<file path="src/rtl/crc_pkg.sv">
// Shared types and constants for the CRC sequencing controller.
// The CRC_PAR2_EN macro (see crc_seq_ctrl) selects the two-bit-per-cycle variant.
package crc_pkg;

  localparam int unsigned MSG_W = 60;
  localparam int unsigned W5    = 5;
  localparam int unsigned W8    = 8;
  localparam int unsigned CRC_W = 8;

  localparam logic [W5-1:0] POLY5 = 5'h05;
  localparam logic [W8-1:0] POLY8 = 8'h07;

  typedef enum logic [1:0] {
    IDLE  = 2'd0,
    SHIFT = 2'd1,
    DONE  = 2'd2
  } crc_state_e;

endpackage

</file>
<file path="src/rtl/crc_seq_ctrl_if.sv">
// Request/result bundle between the capture stage (master) and the CRC controller (slave).
interface crc_seq_ctrl_if #(
  parameter int unsigned MSG_W = crc_pkg::MSG_W
);
  import crc_pkg::*;

  logic             start;
  logic [MSG_W-1:0] message;
  logic             mode;
  logic             crc_sel;
  logic             busy;
  logic             out_valid;
  logic [CRC_W-1:0] crc_out;
  logic             chk_pass;
  logic             overrun;

  modport master (
    output start, message, mode, crc_sel,
    input  busy, out_valid, crc_out, chk_pass, overrun
  );

  modport slave (
    input  start, message, mode, crc_sel,
    output busy, out_valid, crc_out, chk_pass, overrun
  );

endinterface

</file>
<file path="src/rtl/crc_lfsr_step.sv">
// One MSB-first, non-reflected LFSR step for CRC-5 (0x05) or CRC-8 (0x07).
module crc_lfsr_step
  import crc_pkg::*;
(
  input  logic [CRC_W-1:0] lfsr_in,
  input  logic             data_bit,
  input  logic             crc_sel,
  output logic [CRC_W-1:0] lfsr_out
);

  logic fb;

  // Bits above the active width stay zero so CRC-5 results are zero-extended.
  always_comb begin
    fb       = 1'b0;
    lfsr_out = '0;
    if (crc_sel) begin
      fb       = lfsr_in[W8-1] ^ data_bit;
      lfsr_out = {lfsr_in[W8-2:0], 1'b0} ^ (fb ? POLY8 : 8'h00);
    end else begin
      fb       = lfsr_in[W5-1] ^ data_bit;
      lfsr_out = {3'b000, lfsr_in[W5-2:0], 1'b0} ^ {3'b000, (fb ? POLY5 : 5'h00)};
    end
  end

endmodule

</file>
<file path="src/rtl/crc_seq_ctrl.sv">
// Sequences the bit-serial CRC engine over one captured message (generate or check).
// Define CRC_PAR2_EN to consume two message bits per SHIFT cycle (MSG_W must be even).
module crc_seq_ctrl #(
  parameter int unsigned MSG_W = crc_pkg::MSG_W
) (
  input  logic          clk_2,
  input  logic          rst,
  crc_seq_ctrl_if.slave bus
);
  import crc_pkg::*;

  localparam int unsigned CNT_W = $clog2(MSG_W + 1);
`ifdef CRC_PAR2_EN
  localparam int unsigned STEP = 2;
`else
  localparam int unsigned STEP = 1;
`endif
  localparam logic [CNT_W-1:0] CNT_LAST = CNT_W'(MSG_W - STEP);
  localparam logic [CNT_W-1:0] CNT_INC  = CNT_W'(STEP);

  localparam logic [1:0] ST_IDLE  = IDLE;
  localparam logic [1:0] ST_SHIFT = SHIFT;
  localparam logic [1:0] ST_DONE  = DONE;

  logic [1:0]       state, state_n;
  logic [MSG_W-1:0] sreg, sreg_n;
  logic [CRC_W-1:0] lfsr, lfsr_n, lfsr_adv;
  logic [CNT_W-1:0] cnt, cnt_n;
  logic             mode_q, mode_n, sel_q, sel_n;
  logic             busy_n, valid_n, pass_n, ovr_n;
  logic [CRC_W-1:0] crc_n;
  logic [CRC_W-1:0] step1;

  crc_lfsr_step u_step0 (
    .lfsr_in  (lfsr),
    .data_bit (sreg[MSG_W-1]),
    .crc_sel  (sel_q),
    .lfsr_out (step1)
  );

`ifdef CRC_PAR2_EN
  logic [CRC_W-1:0] step2;

  crc_lfsr_step u_step1 (
    .lfsr_in  (step1),
    .data_bit (sreg[MSG_W-2]),
    .crc_sel  (sel_q),
    .lfsr_out (step2)
  );

  assign lfsr_adv = step2;
`else
  assign lfsr_adv = step1;
`endif

  always_ff @(posedge clk_2) begin
    if (rst) begin
      state         <= ST_IDLE;
      sreg          <= '0;
      lfsr          <= '0;
      cnt           <= '0;
      mode_q        <= 1'b0;
      sel_q         <= 1'b0;
      bus.busy      <= 1'b0;
      bus.out_valid <= 1'b0;
      bus.crc_out   <= '0;
      bus.chk_pass  <= 1'b0;
      bus.overrun   <= 1'b0;
    end else begin
      state         <= state_n;
      sreg          <= sreg_n;
      lfsr          <= lfsr_n;
      cnt           <= cnt_n;
      mode_q        <= mode_n;
      sel_q         <= sel_n;
      bus.busy      <= busy_n;
      bus.out_valid <= valid_n;
      bus.crc_out   <= crc_n;
      bus.chk_pass  <= pass_n;
      bus.overrun   <= ovr_n;
    end
  end

  // Next-state and next-output logic; a start outside IDLE only raises overrun.
  always_comb begin
    state_n = state;
    sreg_n  = sreg;
    lfsr_n  = lfsr;
    cnt_n   = cnt;
    mode_n  = mode_q;
    sel_n   = sel_q;
    busy_n  = bus.busy;
    valid_n = 1'b0;
    crc_n   = bus.crc_out;
    pass_n  = bus.chk_pass;
    ovr_n   = bus.overrun | (bus.start & (state != ST_IDLE));

    case (state)
      ST_IDLE: begin
        if (bus.start) begin
          sreg_n  = bus.message;
          mode_n  = bus.mode;
          sel_n   = bus.crc_sel;
          lfsr_n  = '0;
          cnt_n   = '0;
          busy_n  = 1'b1;
          state_n = ST_SHIFT;
        end
      end
      ST_SHIFT: begin
        sreg_n = sreg << STEP;
        lfsr_n = lfsr_adv;
        cnt_n  = cnt + CNT_INC;
        if (cnt == CNT_LAST) begin
          state_n = ST_DONE;
        end
      end
      ST_DONE: begin
        valid_n = 1'b1;
        crc_n   = lfsr;
        pass_n  = mode_q & (lfsr == '0);
        busy_n  = 1'b0;
        state_n = ST_IDLE;
      end
      default: begin
        busy_n  = 1'b0;
        state_n = ST_IDLE;
      end
    endcase
  end

endmodule

</file>
<file path="src/flat_wrapper.sv">
// flat-port wrapper written by rule: the top's interface ports become plain ports
module crc_seq_ctrl_flat import crc_pkg::*;
#(
  parameter int unsigned MSG_W = crc_pkg::MSG_W
)
  (clk_2, rst, bus_start, bus_message, bus_mode, bus_crc_sel, bus_busy, bus_out_valid, bus_crc_out, bus_chk_pass, bus_overrun);
  crc_seq_ctrl_if #(.MSG_W(MSG_W)) bus_i ();
  input  logic clk_2;
  input  logic rst;
  input wire logic [$bits(bus_i.start)-1:0] bus_start;
  input wire logic [$bits(bus_i.message)-1:0] bus_message;
  input wire logic [$bits(bus_i.mode)-1:0] bus_mode;
  input wire logic [$bits(bus_i.crc_sel)-1:0] bus_crc_sel;
  output wire logic [$bits(bus_i.busy)-1:0] bus_busy;
  output wire logic [$bits(bus_i.out_valid)-1:0] bus_out_valid;
  output wire logic [$bits(bus_i.crc_out)-1:0] bus_crc_out;
  output wire logic [$bits(bus_i.chk_pass)-1:0] bus_chk_pass;
  output wire logic [$bits(bus_i.overrun)-1:0] bus_overrun;
  assign bus_i.start = bus_start;
  assign bus_i.message = bus_message;
  assign bus_i.mode = bus_mode;
  assign bus_i.crc_sel = bus_crc_sel;
  assign bus_busy = bus_i.busy;
  assign bus_out_valid = bus_i.out_valid;
  assign bus_crc_out = bus_i.crc_out;
  assign bus_chk_pass = bus_i.chk_pass;
  assign bus_overrun = bus_i.overrun;
  crc_seq_ctrl #(.MSG_W(MSG_W)) u_core (.clk_2(clk_2), .rst(rst), .bus(bus_i));
endmodule
</file>
<file path="config.mk">
export PLATFORM = sky130hd
export DESIGN_NAME = crc_seq_ctrl_flat
export DESIGN_NICKNAME = d
export VERILOG_FILES = /design/src/rtl/crc_pkg.sv /design/src/rtl/crc_seq_ctrl_if.sv /design/src/rtl/crc_lfsr_step.sv /design/src/rtl/crc_seq_ctrl.sv /design/src/flat_wrapper.sv
export SDC_FILE = /design/constraint.sdc
export NUM_CORES = 1
export LEC_CHECK = 0
export ABC_CLOCK_PERIOD_IN_PS = 3400
export CAP_MARGIN = 20
export CORE_UTILIZATION = 55
export DETAILED_ROUTE_END_ITERATION = 10
export GPL_TIMING_DRIVEN = 0
export PLACE_DENSITY = 0.95
export SLEW_MARGIN = 20
export SYNTH_ARGS = -nofsm -noshare
export SYNTH_HDL_FRONTEND = slang
export SYNTH_SLANG_ARGS = --single-unit
export TNS_END_PERCENT = 20
</file>
<file path="constraint.sdc">
create_clock -name clk_2 -period 3.4 [get_ports clk_2]
set_clock_uncertainty 0.1 [all_clocks]
set_input_delay 0.68 -clock clk_2 [delete_from_list [all_inputs] [get_ports clk_2]]
set_output_delay 0.68 -clock clk_2 [all_outputs]
set_load 0.02 [all_outputs]
</file>
# == Yosys cells after proc, flatten, opt, wreduce, memory -nomap -nowiden ==
# Cells that the tools add are included.
# op_classes
bitwise_logic,8
n_eq_ne,5
n_mux,15
addsub,1
reduce_logical,8
# ops
cell,n
60-bit case mux with 2 select lines,1
60-bit 2-to-1 mux,1
8-bit 2-to-1 mux,2
8-bit case mux with 2 select lines,1
6-bit case mux with 2 select lines,1
8-bit zero test,1
2-bit AND reduction,4
8-bit by 3-bit XOR with 8-bit output,1
"6-bit by 1-bit adder with 6-bit output, second input constant",1
"6-bit == test, second input constant",1
3-bit 2-to-1 mux,2
6-bit 2-to-1 mux,1
5-bit by 3-bit XOR with 5-bit output,1
2-bit 2-to-1 mux,2
2-bit case mux with 2 select lines,1
2-bit nonzero test,2
1-bit AND,2
"2-bit by 1-bit == test with 1-bit output, second input constant",1
"2-bit == test, second input constant",1
2-bit zero test,1
1-bit 2-to-1 mux,2
"2-bit by 1-bit inequality test with 1-bit output, second input constant",1
"2-bit inequality test, second input constant",1
1-bit case mux with 2 select lines,1
3 further kinds,4
# totals
out_inout_bits,12
ff_bits,90
wordCells,48
in_bits,65

# == Longest topological paths before layout ==
# Gate-level depths: netlist of run 1.
# depth
depth_word,5
mapped_depth,6

# == Hierarchy ==
# Synthesis of run 1 repeated with hierarchy kept, for this count alone.
# unflattened
cells_unflattened,460
area_unflattened_um2,3787.4
# by_module_without_submodules
module,cells_per_inst,area_per_inst_um2,seq_area_each_um2,instances
crc_seq_ctrl,449,3693.5,1801.7,1
crc_lfsr_step,11,93.8,0.0,1

# == Least setup slack after synthesis of run 1 ==
# No wires, ideal clock.
# synth_path
kind,input -> register
startpoint,input bus_start
endpoint,register u_core.lfsr[1]
setup_ps,134
t_arrival_ps,1497
setup_slack_ps,1669
cell_stages,5
path_cell_list,or3b_1 > buf_4 > buf_2 > nand4b_1 > o31ai_1
# synth_via
elab_chain_cells,2
# synth_lines
element,line_no,text
start: declaration,flat_wrapper.sv:10,input wire logic [$bits(bus_i.start)-1:0] bus_start;
2-bit inequality test (no line),n/a,
2-bit AND reduction (no line),n/a,
end signal: assignment,crc_seq_ctrl.sv:72,lfsr <= lfsr_n;
end: declaration,crc_seq_ctrl.sv:27,"logic [CRC_W-1:0] lfsr, lfsr_n, lfsr_adv;"
# Every way passes these cells.
# A chain may end at the register's enable or synchronous reset.

# == Worst setup path in the final report of run 1 ==
# layout_path
startpoint,input bus_start
endpoint,register u_core.sreg[44]
# layout_via
elab_chain_cells,2
# layout_lines
element,line_no,text
2-bit inequality test (no line),n/a,
2-bit AND reduction (no line),n/a,
end signal: assignment,crc_seq_ctrl.sv:71,sreg <= sreg_n;
end: declaration,crc_seq_ctrl.sv:26,"logic [MSG_W-1:0] sreg, sreg_n;"
# Every way passes these cells.

==> run metrics, run 1 <==
vias in the first global route 3391; largest net degree at the start of global routing 15; NetSw 0.586 mW; Core ar. 0.00642 mm²; Syn. warnings 0; status finished with violations; clock insertion delay at the later pin of the skew report 360 ps; CP Launch Type input port; Buf/Inv on CP 2; synthesized flop and latch total 90; gr ovfl total 0; CTS tree built; combinational power share 0.148; First DRT Iteration DRCs 172; Die Wd 84.0 µm; RSZ-0062 raised after global routing no; DRT Pass-1 Iters 8; Max Fanout on Critical Path 10; Reg clk slew, reported paths 80 ps; htree depth 3; Hold EP u_core.bus.crc_out[4]; Syn Nets 512; hold_sp u_core.bus.crc_out[4]; Leak 1.77 nW; Worst Hold Class reg -> reg; Final Hold Fails 0; Area growth syn-to-layout 28.8%; Crit path max-delay family buffers and inverters; HPWL Detailed 6190 µm; Clock power frac 0.347; Data arrival, critical path 2350 ps; cell internal pwr 1.72 mW; register share of total power 0.505; Worst-Margin Slew 687 ps; clk root buf clkbuf_8; R2R Setup Slk 1660 ps; Max-cap violations 0; Crit. path cell count 5; max_slew headroom 0.542; Max Freq 0.460 GHz; register area share after synthesis 0.487; critical path class in -> reg; CP max stage cell clkdlybuf4s50_1; antenna violations before repair 0; CTS sink count 90; Synth async-reset ratio 0; setup TNS 0 ps; Pins Over Slew Limit 0; Worst Path Required 3580 ps; vias per std cell 5.65; Starting Density 0.575; routed len/inst 14.6 µm; hold path cells 2; minimum hold slack 360 ps; share of layout cells above drive strength 1 0.103; Longest Clk Path Bufs 2; ant diodes 0; Most used DFF post-synth dfxtp_1; pwr/cell area 484 mW/mm²; Cell variety after synth 35; RePlAce Congestion 0.809; r2r endpoint u_core.sreg[44]; total wire length 8970 µm; crit end category flop; violated checks DRC; Worst VDD drop 292 µV; CTS buffer count 9; Final Cycle Share 0.639; # hold bufs at CTS 0; IO Count 77; global-route wire length before repair 15200 µm; minimum clock period 2170 ps; GRT Total Usage 0.267; nets 598; Final Setup Violations 0; PostCTS Resize Cnt 0; post-synthesis cell count 446; Post-CTS Setup Bufs 0; buffers added on ports 75; area leader, netlist dfxtp_1; share of the synthesized area in the top cell type 0.487; num rows 29; Sw Share 0.254; Post-Syn Area per Cell 8.29 µm²; CP max stage delay 510 ps; Post-synth EDFFs 0; RR Startpoint u_core.state[1]; DR vias 3462; R2R depth 4; DIE HEIGHT 84.0 µm; Mapped Area 0.00370 mm²; DRC 6; CP Cell Sequence clkdlybuf4s50_1 -> nor3b_2 -> clkbuf_1 -> a22oi_1 -> a21oi_1; largest cells by area after synthesis dfxtp_1, nor2_1, a21oi_1, nor4_2, a22oi_1; die area 0.00705 mm²; Final ANT Viol Nets 0
-- sequential cells by signal, indices dropped and copies added (netlist names), 2 cells and up --
signal              flops
u_core.bus.crc_out      8
u_core.lfsr             8
u_core.sreg            60
u_core.state            2
u_core.cnt              6
-- cell type report --
class	instances	area (µm²)
multi-input cells	319	1700
inverters	1	3.75
well taps	77	96.3
clock inverters	4	76.3
repair buffers	75	751
fillers	478	1660
clock buffers	11	141
plain buffers	36	194
flip-flops and latches	90	1800
-- cell families after synthesis --
family	after synthesis	share of synthesized area
XOR/XNOR	5	0.0119
flip-flops	90	0.487
buffers and inverters	37	0.0535
multiplexers	2	0.00575
adder cells (fa/ha/maj)	1	0.00338
AND/OR/NAND/NOR	227	0.302
AO/OA/AOI/OAI	84	0.136
-- worst max path at each step --
stage               startpoint              end  slack [ps]
2_1_floorplan        bus_start   u_core.lfsr[1]        1670
3_3_place_gp         bus_start  u_core.sreg[30]        1030
3_5_place_dp         bus_start  u_core.sreg[46]         980
4_1_cts        u_core.bus.busy         bus_busy        1270
5_1_grt              bus_start  u_core.sreg[44]        1080
6_report             bus_start  u_core.sreg[44]        1230
-- stage by stage --
step / cell area [µm²] / worst slack, ps / utilization / total power [mW] / std cells
after floorplan: 3700 / 1670 / - / 1.38 / 446
after global placement: 4540 / 1030 / 0.707 / 1.50 / 598
after detailed placement: 4540 / 981 / 0.707 / 1.52 / 598
after CTS: 4760 / 1270 / 0.741 / 2.31 / 613
after global routing: 4760 / 1080 / 0.741 / 2.40 / 613
final: 4760 / 1230 / 0.741 / 2.30 / 613
-- power groups by stage --
stage               logic [mW]  registers (mW)  clock network (mW)
global route             0.375            1.17               0.854
finish                   0.340            1.16               0.799
global placement         0.322            1.18                   0
detailed placement       0.336            1.19                   0
floorplan                0.207            1.18                   0
CTS                      0.339            1.16               0.804
-- synthesized netlist by cell type (2+ instances only) --
cell and count:
nor2_1 107, dfxtp_1 90, nand2_1 56, a21oi_1 50, a22oi_1 28, nor4_1 17, nor4_2 17, clkbuf_1 16
nand3_1 13, buf_2 11, buf_4 6, buf_6 3, nand2b_1 3, nand4_1 3, xor2_1 3, nor2b_1 2
o21ai_0 2, xnor2_1 2
-- cell usage in the layout (no fill, tap or decap), types with 2 or more instances in the layout --
| cell type | n |
|---|---|
| clkbuf_1 | 17 |
| nor2b_1 | 2 |
| nand2b_1 | 3 |
| buf_2 | 11 |
| nand2_1 | 56 |
| o21ai_0 | 2 |
| xor2_1 | 3 |
| nand3_1 | 13 |
| bufinv_16 | 2 |
| a21oi_1 | 50 |
| a22oi_1 | 28 |
| buf_6 | 3 |
| nor4_2 | 17 |
| buf_4 | 6 |
| clkbuf_8 | 10 |
| xnor2_1 | 2 |
| nor2_1 | 107 |
| dfxtp_1 | 90 |
| clkdlybuf4s50_1 | 75 |
| nor4_1 | 17 |
| nand4_1 | 3 |
-- per-layer routing --
metal  wire [µm]  GRT usage  up-vias
li1            -          -     1710
met1        3700      0.326     1621
met2        4590      0.466      117
met3         544     0.0574       14
met4         134     0.0909        0
met5           0          0        -
-- tightest hold or removal path, delay by kind of cell (launching register included) --
kind	cells	cell delay, ps
simple gates	1	50
flops	1	320
compound gates	1	50
Power figures use the tool's default switching activity.
==> inputs of run 2 (changes only) <==
ABC_CLOCK_PERIOD_IN_PS = 1900   (was 3400)
CORE_UTILIZATION = 46   (was 55)
PLACE_DENSITY = 0.86   (was 0.95)
clock period = 1.9 ns   (was 3.4 ns; I/O delays follow)
==> run 2 against run 1 <==
Compared with the run above: sequential share of layout area shrank 0.15 points; worst setup slack worse by 1100 ps; the flow now finishes without violations; count of clock-buffer cells in the layout down 1; die area grew 19%; routed wire length is 3.0% lower; combinational power rose by 78%; sequential power is 79% higher; global-route usage shrank 4.8 points; cell count increased by 4.2%; via count shrank 0.66%; hold slack lost 3.2 ps; largest power group unchanged; clock power increased by 68%.
==> run metrics, run 2 (synthesized netlist as in run 1, its figures left out) <==
DRC 0; combinational power share 0.150; crit path from u_core.bus.crc_out[6]; routed len/inst 13.6 µm; antenna violations before repair 0; Die Wd 91.6 µm; Final Setup Violations 0; Final Cell Area 0.00478 mm²; minimum clock period 1820 ps; status finished, final reports clean; nets 598; DRT Pass-1 Iters 5; Leak 1.77 nW; R2R depth 4; die area 0.00840 mm²; GRT Total Usage 0.220; register share of total power 0.516; Longest Clk Path Bufs 2; max_slew headroom 0.561; Sw Share 0.268; Max Fanout on Critical Path 2; Area growth syn-to-layout 29.3%; CTS buffer count 9; largest net degree at the start of global routing 16; DIE HEIGHT 91.6 µm; most frequent cells in the layout nor2_1, dfxtp_1, clkdlybuf4s50_1; Max Freq 0.550 GHz; CP max stage cell clkdlybuf4s50_1; Pins Over Slew Limit 0; ant diodes 0; buffers added on ports 75; RePlAce Congestion 0.806; htree depth 3; vias in the first global route 3356; final setup margin 83.5 ps; Clock power frac 0.333; Setup Slack @ Placement -212 ps; Crit path max-delay family buffers and inverters; Worst Hold Class reg -> reg; crit end category output port; Buf/Inv on CP 1; max FFs per register 60; Final Hold Fails 0; Core ar. 0.00777 mm²; CTS tree built; Data arrival, critical path 1340 ps; clock insertion delay at the later pin of the skew report 360 ps; CP Cell Sequence clkdlybuf4s50_1; Max-cap violations 0; Reg clk slew, reported paths 90 ps; share of layout cells above drive strength 1 0.110; hold path cells 2; CTS sink count 90; Worst VDD drop 499 µV; Final Cycle Share 0.956; Starting Density 0.476; Biggest register u_core.sreg; Post-DP Area 0.00457 mm²; First DRT Iteration DRCs 212; CP max stage delay 610 ps; vias per std cell 5.38; num rows 32; Inst Count DP 623; minimum hold slack 357 ps; cell internal pwr 2.95 mW; pwr/cell area 843 mW/mm²; RSZ-0062 raised after global routing no; critical path class reg -> out; NetSw 1.08 mW; IO Count 77; RR Startpoint u_core.state[1]; HPWL Detailed 6230 µm; hold_sp u_core.bus.overrun; commonest non-fill, non-tap cell in the layout nor2_1; total wire length 8690 µm; R2R Setup Slk 270 ps; Worst Path Required 1420 ps; Final ANT Viol Nets 0; CP Launch Type flop; biggest regs u_core.sreg x60, u_core.bus.crc_out x8, u_core.lfsr x8; Post-CTS Setup Bufs 0; gr ovfl total 0; clk root buf clkbuf_8; DR vias 3439; global-route wire length before repair 14900 µm; Post-Layout Cell Count 639; r2r endpoint u_core.sreg[29]; Worst-Margin Slew 659 ps; Hold EP u_core.bus.overrun
-- run 2: area by class of cell --
| cell class | instances | area (µm²) |
|---|---|---|
| multi-input cells | 319 | 1700 |
| clock inverters | 6 | 65.1 |
| repair buffers | 75 | 751 |
| inverters | 1 | 3.75 |
| plain buffers | 36 | 196 |
| clock buffers | 10 | 138 |
| fillers | 678 | 2990 |
| flip-flops and latches | 90 | 1800 |
| well taps | 102 | 128 |
-- run 2: what timing repair did --
item / CTS / global route
hold buffers: 0 / 0
setup endpoints to repair: 0 / 9
resized for setup: 0 / 4
-- run 2: how the worst max path moves through the flow --
stage / end / slack, ps / depth (start not counted)
after floorplan: u_core.lfsr[1] / 470 / 5
after global placement: u_core.sreg[56] / -190 / 5
after detailed placement: u_core.sreg[55] / -210 / 5
after CTS: bus_crc_out[5] / 80 / 1
after global routing: bus_crc_out[5] / 30 / 1
final: bus_crc_out[6] / 80 / 1
-- run 2: power by group through the flow --
stage                     clock network [mW]  logic (mW)  registers, mW
after global placement                     0       0.583           2.12
after CTS                               1.36       0.605           2.08
after global routing                    1.44       0.673           2.10
after floorplan                            0       0.370           2.11
final                                   1.34       0.606           2.08
after detailed placement                   0       0.603           2.12
-- run 2: per-layer routing --
layer	GRT usage	wire (µm)	part of all wire
met1	0.280	3980	0.46
met2	0.370	4130	0.47
met3	0.0406	443	0.051
met4	0.0794	139	0.016
met5	0	0	0
-- run 2: through the flow --
step                      utilization  power (mW)  setup TNS, ps
after global placement          0.589        2.70          -6400
after global routing            0.615        4.20              0
after CTS                       0.615        4.04              0
after floorplan                     -        2.48              0
final                           0.615        4.03              0
after detailed placement        0.589        2.72          -8420
==> inputs of run 3 (changes only) <==
CTS_CLUSTER_DIAMETER = 50   (was not set)
==> results of run 3 <==
Final layout, timing and power as in run 2 (identical DEF).
